--- src/rtl/count_bcd_conv.sv ---
`default_nettype none
// ============================================================================
//  Module      : count_bcd_conv
//  Description : Sequential binary-to-BCD converter (shift-and-add-3).
//                Accepts an N-bit value on start, converts one bit per clock
//                and presents D packed BCD digits, held until the next
//                completion.
//  Ports       : clk   - rising-edge clock
//                reset - asynchronous active-low reset
//                start - conversion request, sampled only in IDLE
//                bin   - binary input, sampled on the accepting edge
//                busy  - high while shifting (N cycles)
//                done  - one-cycle pulse when bcd is updated
//                bcd   - packed BCD result, digit 0 in bits [3:0]
//  Revision    : 1.0 - initial release
// ============================================================================
module count_bcd_conv #(
   parameter int N = 6,
   parameter int D = 2
) (
   input  logic           clk,
   input  logic           reset,
   input  logic           start,
   input  logic [N-1:0]   bin,
   output logic           busy,
   output logic           done,
   output logic [4*D-1:0] bcd
);

   localparam int CW = $clog2(N + 1);
   localparam int BW = 4 * D;

   // 10^D, saturating so very large D cannot wrap around.
   function automatic longint unsigned pow10(input int d);
      longint unsigned p;
      p = 64'd1;
      for (int k = 0; k < d; k++) begin
         if (p > 64'd1000000000000000000) return 64'hFFFF_FFFF_FFFF_FFFF;
         p = p * 64'd10;
      end
      return p;
   endfunction

   localparam longint unsigned MAX_BIN = (64'd1 << N) - 64'd1;

   // D digits must be able to hold the largest N-bit value.
   generate
      if (pow10(D) <= MAX_BIN) begin : g_bad_params
         $error("count_bcd_conv: D too small for N (need 10^D > 2^N-1)");
      end
   endgenerate

   typedef enum logic [1:0] {
      IDLE  = 2'd0,
      SHIFT = 2'd1,
      DONE  = 2'd2
   } state_t;

   state_t          state;
   logic [N-1:0]    shreg;
   logic [BW-1:0]   scratch;
   logic [CW-1:0]   cnt;
   logic [BW-1:0]   adj;
   logic [BW-1:0]   shifted;

   // Add-3 correction: each digit handled independently, no inter-digit carry.
   always_comb begin
      adj = scratch;
      for (int i = 0; i < D; i++) begin
         if (scratch[4*i +: 4] >= 4'd5) begin
            adj[4*i +: 4] = scratch[4*i +: 4] + 4'd3;
         end
      end
   end

   // Shift corrected scratch left, pulling in the next binary MSB.
   assign shifted = {adj[BW-2:0], shreg[N-1]};

   always_ff @(posedge clk or negedge reset) begin
      if (!reset) begin
         state   <= IDLE;
         shreg   <= '0;
         scratch <= '0;
         cnt     <= '0;
         bcd     <= '0;
      end else begin
         case (state)
            IDLE: begin
               if (start) begin
                  shreg   <= bin;
                  scratch <= '0;
                  cnt     <= CW'(N);
                  state   <= SHIFT;
               end
            end
            SHIFT: begin
               shreg   <= shreg << 1;
               scratch <= shifted;
               cnt     <= cnt - 1'b1;
               // Final iteration: publish the post-shift value on this edge.
               if (cnt == CW'(1)) begin
                  bcd   <= shifted;
                  state <= DONE;
               end
            end
            DONE: begin
               state <= IDLE;
            end
            default: begin
               state <= IDLE;
            end
         endcase
      end
   end

   assign busy = (state == SHIFT);
   assign done = (state == DONE);

endmodule
`default_nettype wire

--- config.mk ---
export PLATFORM = sky130hd
export DESIGN_NAME = count_bcd_conv
export DESIGN_NICKNAME = d
export VERILOG_FILES = /design/src/rtl/count_bcd_conv.sv
export SDC_FILE = /design/constraint.sdc
export NUM_CORES = 1
export LEC_CHECK = 0
export ABC_AREA = 0
export BUFFER_PORTS_ARGS = -buffer_cell sky130_fd_sc_hd__buf_2
export CAP_MARGIN = 20
export CORE_UTILIZATION = 50
export CTS_BUF_LIST = sky130_fd_sc_hd__clkbuf_16
export CTS_CLUSTER_SIZE = 40
export DETAILED_ROUTE_END_ITERATION = 10
export PLACE_DENSITY = 0.74
export SETUP_SLACK_MARGIN = 0.1
export SLEW_MARGIN = 40
export SYNTH_ARGS = -nofsm -noshare
export SYNTH_HDL_FRONTEND = slang
export SYNTH_SLANG_ARGS = --single-unit
--- constraint.sdc ---
create_clock -name clk -period 1.5 [get_ports clk]
set_clock_uncertainty 0.1 [all_clocks]
set_input_delay 0.075 -clock clk [delete_from_list [all_inputs] [get_ports clk]]
set_output_delay 0.075 -clock clk [all_outputs]
set_load 0.05 [all_outputs]
Word level (Yosys, flattened, before mapping)
Cells that the tools add are included.
Word-level totals
  register bits: 27
  output and inout port bits: 10
  bits of input ports: 9
  logic and storage cells: 31
Operators by class
  muxes and demuxes: 11
  reductions and logical operators: 5
  add/subtract/negate cells: 3
  equal/unequal tests: 5
  magnitude comparators: 2
Operator list (count)
  $pmux W8 S2: 1
  $pmux W6 S2: 1
  $ge A4 B3 Y1 const B: 2
  $mux W8: 1
  $mux W3: 2
  $mux W6: 1
  $pmux W3 S2: 1
  $reduce_and A2 Y1: 3
  $add A4 B2 Y4 const B: 1
  $mux W2: 2
  $mux W4: 1
  $pmux W2 S2: 1
  $add A3 B2 Y3 const B: 1
  $eq A3 B1 Y1 const B: 1
  $sub A3 B1 Y3 const B: 1
  $eq A2 B1 Y1 const B: 1
  $eq A2 B2 Y1 const B: 1
  $logic_not A2 Y1: 1
  $ne A2 B1 Y1 const B: 1
  $ne A2 B2 Y1 const B: 1
  $reduce_bool A2 Y1: 1

Depth between registers and ports, before layout
  word-level depth: 3
  depth in mapped cells: 7
  depth with buffers taken out: 6

Worst setup path after synthesis
OpenSTA, ideal clock, no wires.
  kind: register -> register
  start point: reg scratch[4]
  end point: reg bcd[6]
  cell stages (with the launch flop): 7
  setup slack: -97 ps
  data arrival time: 1414 ps
  required time: 1317 ps
  period minus slack after synthesis: 1597 ps
  buffers on the path: 0
  library setup time: 83 ps
  path through: dfrtp_1 > inv_1 > ha_1 > nand2b_1 > a21oi_1 > mux2_2 > o21ai_0
On the way
  cells in the longest elaborated chain, start to end: 2
  elaborated cells between the ends (all ways): 3
  classes of those cells: add/sub: 1; order compare: 1; mux: 1
Ends and longest elaborated chain
  from (decl): RTL line 61  | logic [BW-1:0] scratch;
  from (signal assigned): RTL line 98  | scratch <= shifted;
  $ge A4 B3 Y1 / $add A3 B2 Y3 (equally long branches): RTL line 70, 71
  $mux W3 *: RTL line 70  | if (scratch[4*i +: 4] >= 4'd5) begin
  to (signal assigned): RTL line 102  | bcd <= shifted;
  to (decl): RTL line 27  | output logic [4*D-1:0] bcd
Every way passes the cells marked *; elsewhere a longest branch is shown, timed or not.
A chain may end at the register's enable or synchronous reset.

Worst setup path after layout
  start point: reg scratch[4]
  end point: reg scratch[6]
On the way
  cells in the longest elaborated chain, start to end: 3
  elaborated cells between the ends (all ways): 4
  classes of those cells: add/sub: 1; order compare: 1; mux: 2
Ends and longest elaborated chain
  $ge A4 B3 Y1 / $add A3 B2 Y3 (equally long branches): RTL line 70, 71
  $mux W3 *: RTL line 70
  $pmux W8 S2 *: RTL line 87  | case (state)
Marked as above.

==> metrics <==
status=complete, but fails checks; failing checks=setup timing; Post-Synthesis Net Count=144; Crit-path slowest cell=dfrtp_2; average cell area after synthesis=10.3 um2; Cell Chain, Critical Path=ha_4, nand2b_4, a21oi_4, mux2_4, o21ai_2; Max Clock Freq=647 MHz; Yosys reg bits=27; ratio of cells with drive above 1 in the final layout=45.2%; Worst setup EP type=register; worst path arrival time=1.64 ns; Area contributors post-synth=dfrtp_1 51%, o21ai_0 7.1%, ha_1 5.6%; largest net degree at the start of global routing=28; Worst Hold Class=primary input to register; die area=2870 um2; root buffer cell=clkbuf_16; count leader, synth=dfrtp_1; Nets=182; Pre-antenna DRT Iters=4; max incr delay on CP=0.44 ns; critical setup path kind=register to register; CP Launch Point=scratch[4]$_DFFE_PN0P_; initial core utilization=53.2%; Fin. Hold Viols=0; CTS tree=built; Clock Latency Late Sink=0.26 ns; post-route ant nets=0; ant diodes=0; Worst EP required=1.59 ns; R2R setup slack=-0.04 ns; worst-margin pin slew=0.599 ns; HPWL after DPL=1.94 mm; max cap viols=0; Worst Hold End=shreg[5]$_DFFE_PN0P_; vias in the first global route=1006; Seq/Total Area, Yosys=50.8%; Clock Tree Buf Depth=2; GR Util All Layers=22.5%; Multi-input gate area=737 um2; worst setup margin=-0.0447 ns; FF-to-FF End=scratch[6]$_DFFE_PN0P_; Vias=1079; Tcrit/Tclk final=103%; RSZ-0062 raised after global routing=yes; Worst Setup Start Kind=register; sequential cell area=678 um2; drt total wl=2.93 mm; Ys Warns=0; hold_sp=bin[5]; via-per-instance ratio=5.51; Post-synth EDFFs=0; CTS Buf Count=3; IO Pins=19; Mapped Area=1330 um2; gpl congestion=0.744; maximum vdd drop=1.27 mV; crit path max fanout=3; Die Y=53.6 um; Routed WL per cell=14.9 um; Placement Cell Area=1550 um2; Power Density=2320 nW/um2; net switching fraction of the power=41.6%; Max Transition Viols Final=0; first-pass GRT wire length=4.47 mm; R2R depth=5; Site Rows=18; fin crit period=1.54 ns; Clock power frac=14.1%; Sink Count=27; Psw=0.00178 W; worst slack at placement=-0.0337 ns; fill count=174; Hold Path Stages=3; Core ar.=2500 um2; internal power=0.00249 W; Synth Instances=129; Post-route DRC=0; synth cell count leaders=27 x dfrtp_1, 19 x o21ai_0, 13 x nand2_1; reg2reg start=scratch[4]$_DFFE_PN0P_; Relative slew margins=60.0%; IO Port Bufs=18; die width=53.6 um; initial antenna violation count=0; Comb power frac=55.9%; Initial DRC Count=12; Seq pwr share=30.0%; # H-tree levels=1; Leakage=0.853 nW; fin area=1840 um2; P&R area growth vs syn=38.3%; Post-synth ARST share=100%; grt ovf=0; count of cell types in the netlist=26; leading area contributor after synthesis=dfrtp_1; Primary FF master, synth=dfrtp_1; post-synth top area share=50.8%; Worst-path clk slew=0.07 ns; count of final setup violators=5
metrics by stage:
step	instances	utilization, %	setup TNS [ns]	hold slack, ns	total power (W)
5_1_grt	196	73.6	-0.438	0.0182	0.00454
3_5_place_dp	180	62.0	-0.0625	0.0125	0.00316
2_1_floorplan	129	-	0	-0.321	0.00268
4_1_cts	190	69.3	-0.140	0.00552	0.00401
6_report	196	73.6	-0.192	0.00683	0.00427
3_3_place_gp	180	62.0	0	0.0168	0.00307
state kept, by name, summed over array words and instances (netlist names):
signal / count
scratch: 8
bcd: 8
cnt: 3
state: 2
shreg: 6
how the worst max path moves through the flow:
stage	depth (start not counted)	slack, ns	end
finish	5	-0.04	scratch[6]$_DFFE_PN0P_
global route	5	-0.1	bcd[2]$_DFFE_PN0P_
CTS	5	-0.04	scratch[6]$_DFFE_PN0P_
detailed placement	6	-0.03	bcd[1]$_DFFE_PN0P_
global placement	6	0.01	bcd[2]$_DFFE_PN0P_
floorplan	5	0.08	bcd[2]$_DFFE_PN0P_
layout make-up:
class                   instances  area share [%]
multi-input cells              89            40.1
flip-flops and latches         27            36.9
repair buffers                 38            14.9
clock buffers                   3            4.08
well taps                      30            2.04
inverters                       8            1.77
clock inverters                 1           0.272
cell usage in the layout (no fill, tap or decap), types with 3 or more instances in the layout:
cell / Yosys / final
buf_2: 4 / 16
ha_4: 0 / 4
nor2b_1: 10 / 7
mux2_4: 2 / 4
dfrtp_1: 27 / 25
a21oi_1: 12 / 10
o21ai_2: 0 / 3
o21ai_1: 0 / 6
inv_2: 2 / 5
buf_6: 0 / 3
o21ai_0: 19 / 10
clkbuf_16: 0 / 3
a22oi_1: 6 / 6
buf_4: 1 / 16
nand2_1: 13 / 12
nand2b_4: 1 / 3
power groups by stage:
stage / clock, W / combinational, W / sequential, W
after floorplan: 0 / 0.00117 / 0.00151
after global placement: 0 / 0.00181 / 0.00126
after detailed placement: 0 / 0.00189 / 0.00127
after CTS: 0.000605 / 0.00214 / 0.00126
after global routing: 0.000642 / 0.00258 / 0.00132
final: 0.000600 / 0.00239 / 0.00128
metal layers:
layer	share of wire, %	global-route usage [%]
met1	46	27.1
met2	49	38.3
met3	3.0	4.80
met4	2.2	10.5
met5	0	0
cells by family (layout without fill, tap and decap cells):
logic type               Yosys count  count (layout)  synth area share (%)
XOR/XNOR                           2               2                  1.32
multiplexers                       5               5                  4.70
adder cells (fa/ha/maj)            6               6                  5.64
flip-flops                        27              27                  50.8
AO/OA/AOI/OAI                     42              42                  18.9
AND/OR/NAND/NOR                   34              34                  14.3
buffers and inverters             13              50                  4.33
critical path: cells and delay by family (launching register included):
kind	cells	cell delay, ns
mux	1	0.33
flops	1	0.44
fa+ha+maj	1	0.17
compound gates	2	0.29
simple gates	1	0.14
repair_timing:
item	4_1_cts	5_1_grt
hold buffers	1	0
gates resized for setup	15	20
hold endpoints to repair	27	0
buffers inserted	5	6
endpoints found under the setup margin	18	17
pin swaps	1	5
(Power assumes the default switching activity.)
